===== src/rtl/multicycle_control_pkg.sv =====
// Shared types and encodings for the multi-cycle RV32I control FSM: opcodes,
// state/class enums, control-bundle field encodings and the bundle struct.
package ctrl_pkg;

  localparam int OPCODE_W = 7;

  localparam logic [6:0] OP_R      = 7'b0110011;
  localparam logic [6:0] OP_I      = 7'b0010011;
  localparam logic [6:0] OP_LOAD   = 7'b0000011;
  localparam logic [6:0] OP_STORE  = 7'b0100011;
  localparam logic [6:0] OP_BRANCH = 7'b1100011;
  localparam logic [6:0] OP_LUI    = 7'b0110111;
  localparam logic [6:0] OP_JAL    = 7'b1101111;

  typedef enum logic [2:0] {
    FETCH  = 3'd0,
    DECODE = 3'd1,
    EXEC   = 3'd2,
    MEM    = 3'd3,
    WB     = 3'd4,
    TRAP   = 3'd5
  } state_t;

  typedef enum logic [2:0] {
    CLS_R,
    CLS_I,
    CLS_LOAD,
    CLS_STORE,
    CLS_BRANCH,
    CLS_LUI,
    CLS_JAL
  } class_t;

  localparam logic [1:0] ALUOP_ADD    = 2'd0;
  localparam logic [1:0] ALUOP_BRANCH = 2'd1;
  localparam logic [1:0] ALUOP_RFUNCT = 2'd2;
  localparam logic [1:0] ALUOP_IFUNCT = 2'd3;

  localparam logic [2:0] EXT_I = 3'd0;
  localparam logic [2:0] EXT_S = 3'd1;
  localparam logic [2:0] EXT_B = 3'd2;
  localparam logic [2:0] EXT_U = 3'd3;
  localparam logic [2:0] EXT_J = 3'd4;

  localparam logic [1:0] MTR_ALU = 2'd0;
  localparam logic [1:0] MTR_DM  = 2'd1;
  localparam logic [1:0] MTR_PC4 = 2'd2;
  localparam logic [1:0] MTR_IMM = 2'd3;

  typedef struct packed {
    logic       aluSrc;
    logic [1:0] aluOp;
    logic [2:0] extenSel;
    logic [1:0] memToReg;
    logic       jump;
  } ctrl_bundle_t;

  function automatic ctrl_bundle_t makeBundle(input logic aluSrc, input logic [1:0] aluOp,
                                              input logic [2:0] extenSel,
                                              input logic [1:0] memToReg, input logic jump);
    ctrl_bundle_t b;
    b.aluSrc   = aluSrc;
    b.aluOp    = aluOp;
    b.extenSel = extenSel;
    b.memToReg = memToReg;
    b.jump     = jump;
    return b;
  endfunction

endpackage


===== src/rtl/multicycle_control_if.sv =====
// Control-path bus between IR/memories and the datapath; master is the
// controller, slave is the datapath/memory side.
interface multicycle_control_if
  import ctrl_pkg::*;
#(
  parameter int OP_W = OPCODE_W
);

  logic [OP_W-1:0] OP;
  logic            IM_ready;
  logic            DM_ready;
  logic            IR_write;
  logic            PC_write;
  logic            DM_en;
  logic            DM_write;
  logic            RegWrite;
  logic            branch;
  logic            jump;
  logic            ALUSrc;
  logic [1:0]      MemtoReg;
  logic [1:0]      ALUOp;
  logic [2:0]      ExtenSel;
  logic            trap;
  logic            trap_cause;
  logic [2:0]      state;

  modport master (
    input  OP, IM_ready, DM_ready,
    output IR_write, PC_write, DM_en, DM_write, RegWrite, branch, jump,
           ALUSrc, MemtoReg, ALUOp, ExtenSel, trap, trap_cause, state
  );

  modport slave (
    output OP, IM_ready, DM_ready,
    input  IR_write, PC_write, DM_en, DM_write, RegWrite, branch, jump,
           ALUSrc, MemtoReg, ALUOp, ExtenSel, trap, trap_cause, state
  );

endinterface


===== src/rtl/multicycle_control_decode.sv =====
// Combinational opcode classifier: maps an RV32I opcode to its instruction
// class and control bundle, flagging anything outside the supported subset.
module ctrl_decode
  import ctrl_pkg::*;
(
  input  logic [OPCODE_W-1:0] op,
  output class_t              opClass,
  output ctrl_bundle_t        bundle,
  output logic                illegal
);

  always_comb begin
    opClass = CLS_R;
    bundle  = '0;
    illegal = 1'b0;
    case (op)
      OP_R: begin
        opClass = CLS_R;
        bundle  = makeBundle(1'b0, ALUOP_RFUNCT, EXT_I, MTR_ALU, 1'b0);
      end
      OP_I: begin
        opClass = CLS_I;
        bundle  = makeBundle(1'b1, ALUOP_IFUNCT, EXT_I, MTR_ALU, 1'b0);
      end
      OP_LOAD: begin
        opClass = CLS_LOAD;
        bundle  = makeBundle(1'b1, ALUOP_ADD, EXT_I, MTR_DM, 1'b0);
      end
      OP_STORE: begin
        opClass = CLS_STORE;
        bundle  = makeBundle(1'b1, ALUOP_ADD, EXT_S, MTR_ALU, 1'b0);
      end
      OP_BRANCH: begin
        opClass = CLS_BRANCH;
        bundle  = makeBundle(1'b0, ALUOP_BRANCH, EXT_B, MTR_ALU, 1'b0);
      end
      OP_LUI: begin
        opClass = CLS_LUI;
        bundle  = makeBundle(1'b1, ALUOP_ADD, EXT_U, MTR_IMM, 1'b0);
      end
      OP_JAL: begin
        opClass = CLS_JAL;
        bundle  = makeBundle(1'b1, ALUOP_ADD, EXT_J, MTR_PC4, 1'b1);
      end
      default: illegal = 1'b1;
    endcase
  end

endmodule


===== src/rtl/multicycle_control.sv =====
// Multi-cycle RV32I control FSM (FETCH/DECODE/EXEC/MEM/WB/TRAP) with a bounded
// data-memory wait. Optional retire counter enabled by CTRL_RETIRE_CNT_EN.
module multicycle_control
  import ctrl_pkg::*;
#(
  parameter int OP_W       = 7,
  parameter int DM_TIMEOUT = 16,
  parameter int CNT_W      = 32
) (
  input  logic                 clk,
  input  logic                 rst,
`ifdef CTRL_RETIRE_CNT_EN
  output logic [CNT_W-1:0]     retire_cnt,
`endif
  multicycle_control_if.master bus
);

  localparam int WAIT_W = (DM_TIMEOUT > 1) ? $clog2(DM_TIMEOUT + 1) : 1;
  localparam logic [WAIT_W-1:0] TIMEOUT_LAST = WAIT_W'((DM_TIMEOUT > 0) ? DM_TIMEOUT - 1 : 0);
  localparam bit TIMEOUT_EN = (DM_TIMEOUT > 0);

  state_t            state, nextState;
  class_t            classReg, decClass;
  ctrl_bundle_t      bundleReg, decBundle;
  logic              decIllegal;
  logic [WAIT_W-1:0] waitCnt;
  logic              trapCause, trapCauseNext;
  logic              irWrite, pcWrite, dmEn, dmWrite, regWrite, branchPulse;
  logic [OP_W-1:0]   opcode;
  logic              bundleActive;

  assign opcode = bus.OP;

  ctrl_decode uDecode (
    .op      (opcode),
    .opClass (decClass),
    .bundle  (decBundle),
    .illegal (decIllegal)
  );

  always_ff @(posedge clk) begin
    if (rst) state <= FETCH;
    else     state <= nextState;
  end

  // Strobes are suppressed while rst is high so nothing is written on the way into reset.
  always_comb begin
    nextState     = state;
    trapCauseNext = trapCause;
    irWrite       = 1'b0;
    pcWrite       = 1'b0;
    dmEn          = 1'b0;
    dmWrite       = 1'b0;
    regWrite      = 1'b0;
    branchPulse   = 1'b0;
    if (!rst) begin
      case (state)
        FETCH: begin
          if (bus.IM_ready) begin
            irWrite   = 1'b1;
            nextState = DECODE;
          end
        end
        DECODE: begin
          if (decIllegal) begin
            nextState     = TRAP;
            trapCauseNext = 1'b0;
          end else begin
            nextState = EXEC;
          end
        end
        EXEC: begin
          case (classReg)
            CLS_BRANCH: begin
              branchPulse = 1'b1;
              pcWrite     = 1'b1;
              nextState   = FETCH;
            end
            CLS_LOAD, CLS_STORE: nextState = MEM;
            default:             nextState = WB;
          endcase
        end
        MEM: begin
          dmEn    = 1'b1;
          dmWrite = (classReg == CLS_STORE);
          if (bus.DM_ready) begin
            if (classReg == CLS_STORE) begin
              pcWrite   = 1'b1;
              nextState = FETCH;
            end else begin
              nextState = WB;
            end
          end else if (TIMEOUT_EN && (waitCnt == TIMEOUT_LAST)) begin
            nextState     = TRAP;
            trapCauseNext = 1'b1;
          end
        end
        WB: begin
          regWrite  = 1'b1;
          pcWrite   = 1'b1;
          nextState = FETCH;
        end
        TRAP:    nextState = TRAP;
        default: nextState = FETCH;
      endcase
    end
  end

  // Class and bundle are captured once at DECODE exit and held until the next fetch.
  always_ff @(posedge clk) begin
    if (rst) begin
      classReg  <= CLS_R;
      bundleReg <= '0;
      waitCnt   <= '0;
      trapCause <= 1'b0;
    end else begin
      trapCause <= trapCauseNext;
      if (state == DECODE && !decIllegal) begin
        classReg  <= decClass;
        bundleReg <= decBundle;
      end
      if (state == MEM && nextState == MEM) waitCnt <= waitCnt + WAIT_W'(1);
      else                                  waitCnt <= '0;
    end
  end

  assign bundleActive = (state == EXEC) || (state == MEM) || (state == WB);

  assign bus.IR_write   = irWrite;
  assign bus.PC_write   = pcWrite;
  assign bus.DM_en      = dmEn;
  assign bus.DM_write   = dmWrite;
  assign bus.RegWrite   = regWrite;
  assign bus.branch     = branchPulse;
  assign bus.jump       = bundleActive & bundleReg.jump;
  assign bus.ALUSrc     = bundleActive & bundleReg.aluSrc;
  assign bus.MemtoReg   = bundleActive ? bundleReg.memToReg : 2'd0;
  assign bus.ALUOp      = bundleActive ? bundleReg.aluOp    : 2'd0;
  assign bus.ExtenSel   = bundleActive ? bundleReg.extenSel : 3'd0;
  assign bus.trap       = (state == TRAP);
  assign bus.trap_cause = trapCause;
  assign bus.state      = state;

`ifdef CTRL_RETIRE_CNT_EN
  always_ff @(posedge clk) begin
    if (rst)                            retire_cnt <= '0;
    else if (pcWrite && state != TRAP)  retire_cnt <= retire_cnt + CNT_W'(1);
  end
`else
  logic [CNT_W-1:0] unusedRetireCnt;
  assign unusedRetireCnt = '0;
`endif

endmodule


===== src/flat_wrapper.sv =====
// flat-port wrapper written by rule: the top's interface ports become plain ports
module multicycle_control_flat import ctrl_pkg::*;
#(
  parameter int OP_W       = 7,
  parameter int DM_TIMEOUT = 16,
  parameter int CNT_W      = 32
)
  (clk, rst, bus_OP, bus_IM_ready, bus_DM_ready, bus_IR_write, bus_PC_write, bus_DM_en, bus_DM_write, bus_RegWrite, bus_branch, bus_jump, bus_ALUSrc, bus_MemtoReg, bus_ALUOp, bus_ExtenSel, bus_trap, bus_trap_cause, bus_state);
  multicycle_control_if #(.OP_W(OP_W)) bus_i ();
  input  logic clk;
  input  logic rst;
  input wire logic [$bits(bus_i.OP)-1:0] bus_OP;
  input wire logic [$bits(bus_i.IM_ready)-1:0] bus_IM_ready;
  input wire logic [$bits(bus_i.DM_ready)-1:0] bus_DM_ready;
  output wire logic [$bits(bus_i.IR_write)-1:0] bus_IR_write;
  output wire logic [$bits(bus_i.PC_write)-1:0] bus_PC_write;
  output wire logic [$bits(bus_i.DM_en)-1:0] bus_DM_en;
  output wire logic [$bits(bus_i.DM_write)-1:0] bus_DM_write;
  output wire logic [$bits(bus_i.RegWrite)-1:0] bus_RegWrite;
  output wire logic [$bits(bus_i.branch)-1:0] bus_branch;
  output wire logic [$bits(bus_i.jump)-1:0] bus_jump;
  output wire logic [$bits(bus_i.ALUSrc)-1:0] bus_ALUSrc;
  output wire logic [$bits(bus_i.MemtoReg)-1:0] bus_MemtoReg;
  output wire logic [$bits(bus_i.ALUOp)-1:0] bus_ALUOp;
  output wire logic [$bits(bus_i.ExtenSel)-1:0] bus_ExtenSel;
  output wire logic [$bits(bus_i.trap)-1:0] bus_trap;
  output wire logic [$bits(bus_i.trap_cause)-1:0] bus_trap_cause;
  output wire logic [$bits(bus_i.state)-1:0] bus_state;
  assign bus_i.OP = bus_OP;
  assign bus_i.IM_ready = bus_IM_ready;
  assign bus_i.DM_ready = bus_DM_ready;
  assign bus_IR_write = bus_i.IR_write;
  assign bus_PC_write = bus_i.PC_write;
  assign bus_DM_en = bus_i.DM_en;
  assign bus_DM_write = bus_i.DM_write;
  assign bus_RegWrite = bus_i.RegWrite;
  assign bus_branch = bus_i.branch;
  assign bus_jump = bus_i.jump;
  assign bus_ALUSrc = bus_i.ALUSrc;
  assign bus_MemtoReg = bus_i.MemtoReg;
  assign bus_ALUOp = bus_i.ALUOp;
  assign bus_ExtenSel = bus_i.ExtenSel;
  assign bus_trap = bus_i.trap;
  assign bus_trap_cause = bus_i.trap_cause;
  assign bus_state = bus_i.state;
  multicycle_control #(.OP_W(OP_W), .DM_TIMEOUT(DM_TIMEOUT), .CNT_W(CNT_W)) u_core (.clk(clk), .rst(rst), .bus(bus_i));
endmodule

===== config.mk =====
export PLATFORM = sky130hd
export DESIGN_NAME = multicycle_control_flat
export DESIGN_NICKNAME = d
export VERILOG_FILES = /design/src/rtl/multicycle_control_pkg.sv /design/src/rtl/multicycle_control_if.sv /design/src/rtl/multicycle_control_decode.sv /design/src/rtl/multicycle_control.sv /design/src/flat_wrapper.sv
export SDC_FILE = /design/constraint.sdc
export NUM_CORES = 1
export LEC_CHECK = 0
export ABC_CLOCK_PERIOD_IN_PS = 2100
export CAP_MARGIN = 20
export CORE_MARGIN = 4
export CORE_UTILIZATION = 40
export CTS_BUF_LIST = sky130_fd_sc_hd__clkbuf_8
export CTS_CLUSTER_DIAMETER = 200
export DETAILED_ROUTE_END_ITERATION = 8
export GPL_TIMING_DRIVEN = 0
export HOLD_SLACK_MARGIN = 0.02
export PLACE_DENSITY = 0.64
export SYNTH_ARGS = -nofsm -noshare
export SYNTH_HDL_FRONTEND = slang
export SYNTH_SLANG_ARGS = --single-unit
export TNS_END_PERCENT = 5

===== constraint.sdc =====
create_clock -name clk -period 2.1 [get_ports clk]
set_clock_uncertainty 0.2 [all_clocks]
set_input_delay 0.42 -clock clk [delete_from_list [all_inputs] [get_ports clk]]
set_output_delay 0.42 -clock clk [all_outputs]
set_load 0.05 [all_outputs]

==> metrics <==
Final Hold Vio Count=0; overall power consumption=1040 uW; Die ar.=0.00445 mm2; gr usage total=17.8%; CTS sink cnt=20; worst reg2reg path depth=6; Overflow after GRT=0; Post-synth EDFFs=0; TritonRoute pass-1 iters=4; Hold Path Stages=1; Vias/cell=5.35; f_max=463 MHz; total of max-cap violations=0; sequential share of the synthesized area=29.1%; share of cells above drive strength 1=36.6%; crit path cell chain=buf_8 > nand4b_1 > o21ai_1 > a31o_2 > buf_6; Post-layout nets=216; die height=66.7 um; initial core utilization=41.3%; Top delay family on crit path=compound AO/OA/AOI/OAI gates; status=complete, but fails checks; vias in the first global route=1294; Slew HR=55.6%; Root Driver=clkbuf_8; worst setup path startpoint=u_core.bus.state[2]; Sw Pwr=293 uW; vias=1326; Syn Std Cell Area=0.00138 mm2; post-placement cell count=234; Sequential Power Share=37.8%; Finished Layout Cells=248; R2R Setup Slk=0.16 ns; Crit-path slowest cell=dfxtp_4; Slew Limit Fails=0; Startpoint Class=flip-flop; Slew @ Worst Pin=0.659 ns; RD Place Congestion=0.867; Avg Inst Size Synth=8.72 um2; WP buf/inv=2; Synth-to-Final Area Change=48.8%; clock network power share=37.6%; antenna fix cells=0; Ys Warns=0; Worst R2R End=u_core.waitCnt[3]; port bufs=30; HP Class=reg2reg; Die Width=66.7 um; initial antenna violation count=0; Comb power frac=24.6%; Pwr Density=508 mW/mm2; most frequent cells in the layout=18 x nand2_1, 17 x dfxtp_1, 15 x buf_6; count of different cell masters after synthesis=53; top_reg_cell synth=dfxtp_1; largest net degree at the start of global routing=13; worst r2r src=u_core.waitCnt[0]; Leak=0.000862 uW; ys async rst share=0%; post-route setup slack=-0.0606 ns; DP Worst Slack=-1.20 ns; drt first-iter violations=65; Final Critical Period=2.16 ns; Detailed Route WL=3670 um; Required @ worst endpoint=1.48 ns; failing checks=negative setup slack; hold_sp=u_core.waitCnt[0]; commonest non-fill, non-tap cell in the layout=nand2_1; cells after synthesis=158; Net Count, Synth=171; residual DRC count=0; slowest stage delay, CP=0.37 ns; CTS Buffer Depth=2; Clock Latency Late Sink=0.26 ns; DPL Wire Length=2540 um; internal power=749 uW; Post-DRT Antenna Nets=0; critical path arrival=1.54 ns; WS Path Type=reg2out; #FFs+latches synth=20; RSZ-0062 raised after global routing=yes; total CTS buffers=3; CTS tree=done; nature of the critical path endpoint=primary output; # setup viols final=2; Min-Delay Endpoint=u_core.waitCnt[0]; post-route setup TNS=-0.0852 ns; final period utilization=103%; Crit Path Max Fanout=10; H-tree depth=1; core region area=0.00334 mm2; Max VDD drop=0.255 mV; Worst-path clk slew=0.08 ns; sw frac=28.1%; wire per inst=14.8 um; Rows=21; Ports=31; global-route wire length before repair=6040 um
==> power groups by stage <==
stage	registers, uW	clock network [uW]	logic, uW
6_report	394	392	257
5_1_grt	395	411	272
4_1_cts	393	398	252
3_5_place_dp	401	0	228
3_3_place_gp	400	0	227
2_1_floorplan	419	0	139
==> per-layer routing <==
layer	GRT usage (%)	wire, um	share of wire (%)
met5	0	0	0
met4	7.61	62	1.7
met3	2.36	195	5.3
met2	29.7	1800	49
met1	22.8	1610	44
==> what timing repair did <==
action | CTS | global route
resized for setup | 114 | 23
hold buffers | 0 | 0
pin swaps | 6 | 0
endpoints found under the setup margin | 29 | 25
buffers inserted | 10 | 0
==> registers in the layout, summed over array words and instances (netlist names) <==
| signal | count |
|---|---|
| u_core.bundleReg | 8 |
| u_core.bus.state | 3 |
| u_core.bus.trap_cause | 1 |
| u_core.classReg | 3 |
| u_core.waitCnt | 5 |
==> through the flow <==
step	util [%]	hold slack [ns]	cell area, um2
global route	61.4	0.276	2050
floorplan	-	0.218	1450
finish	61.4	0.261	2050
CTS	59.9	0.268	2000
global placement	54.3	0.232	1810
detailed placement	54.3	0.256	1810
==> final cells by class <==
| cell class | instances | area [um2] |
|---|---|---|
| plain buffers | 10 | 108 |
| inverters | 5 | 18.8 |
| multi-input cells | 123 | 997 |
| clock buffers | 3 | 41.3 |
| fillers | 302 | 1290 |
| repair buffers | 40 | 385 |
| clock inverters | 1 | 30.0 |
| flip-flops and latches | 20 | 412 |
| well taps | 46 | 57.6 |
==> cell families (layout without fill, tap and decap cells) <==
| kind of cell | after synthesis | count (layout) | synth area share [%] |
|---|---|---|---|
| compound gates | 27 | 27 | 15.8 |
| xor+xnor | 4 | 4 | 2.54 |
| simple gates | 78 | 78 | 35.2 |
| buf+inv | 15 | 59 | 6.45 |
| fa+ha+maj | 2 | 2 | 1.82 |
| flops | 20 | 20 | 29.1 |
| mux | 12 | 12 | 9.08 |
==> Yosys cell counts, types with 3 or more instances <==
cell type	instances	area share [%]
a21oi_1	4	1.5
dfxtp_1	20	29
mux2i_1	11	8.0
o21ai_0	9	3.3
inv_1	5	1.4
xnor2_1	3	1.9
nor3b_1	3	1.6
nor2_1	8	2.2
nor2b_1	14	6.4
and3_1	4	1.8
nand2_1	18	4.9
buf_6	3	2.5
nand3_1	4	1.5
nor3_1	3	1.1
==> worst max path at each step <==
stage | end | slack (ns) | cells past startpoint
after floorplan | bus_IR_write | -0.07 | 4
after global placement | bus_PC_write | -1.22 | 6
after detailed placement | bus_PC_write | -1.20 | 6
after CTS | bus_PC_write | -0.04 | 5
after global routing | bus_PC_write | -0.14 | 5
final | bus_PC_write | -0.06 | 5
(Power assumes the default switching activity.)
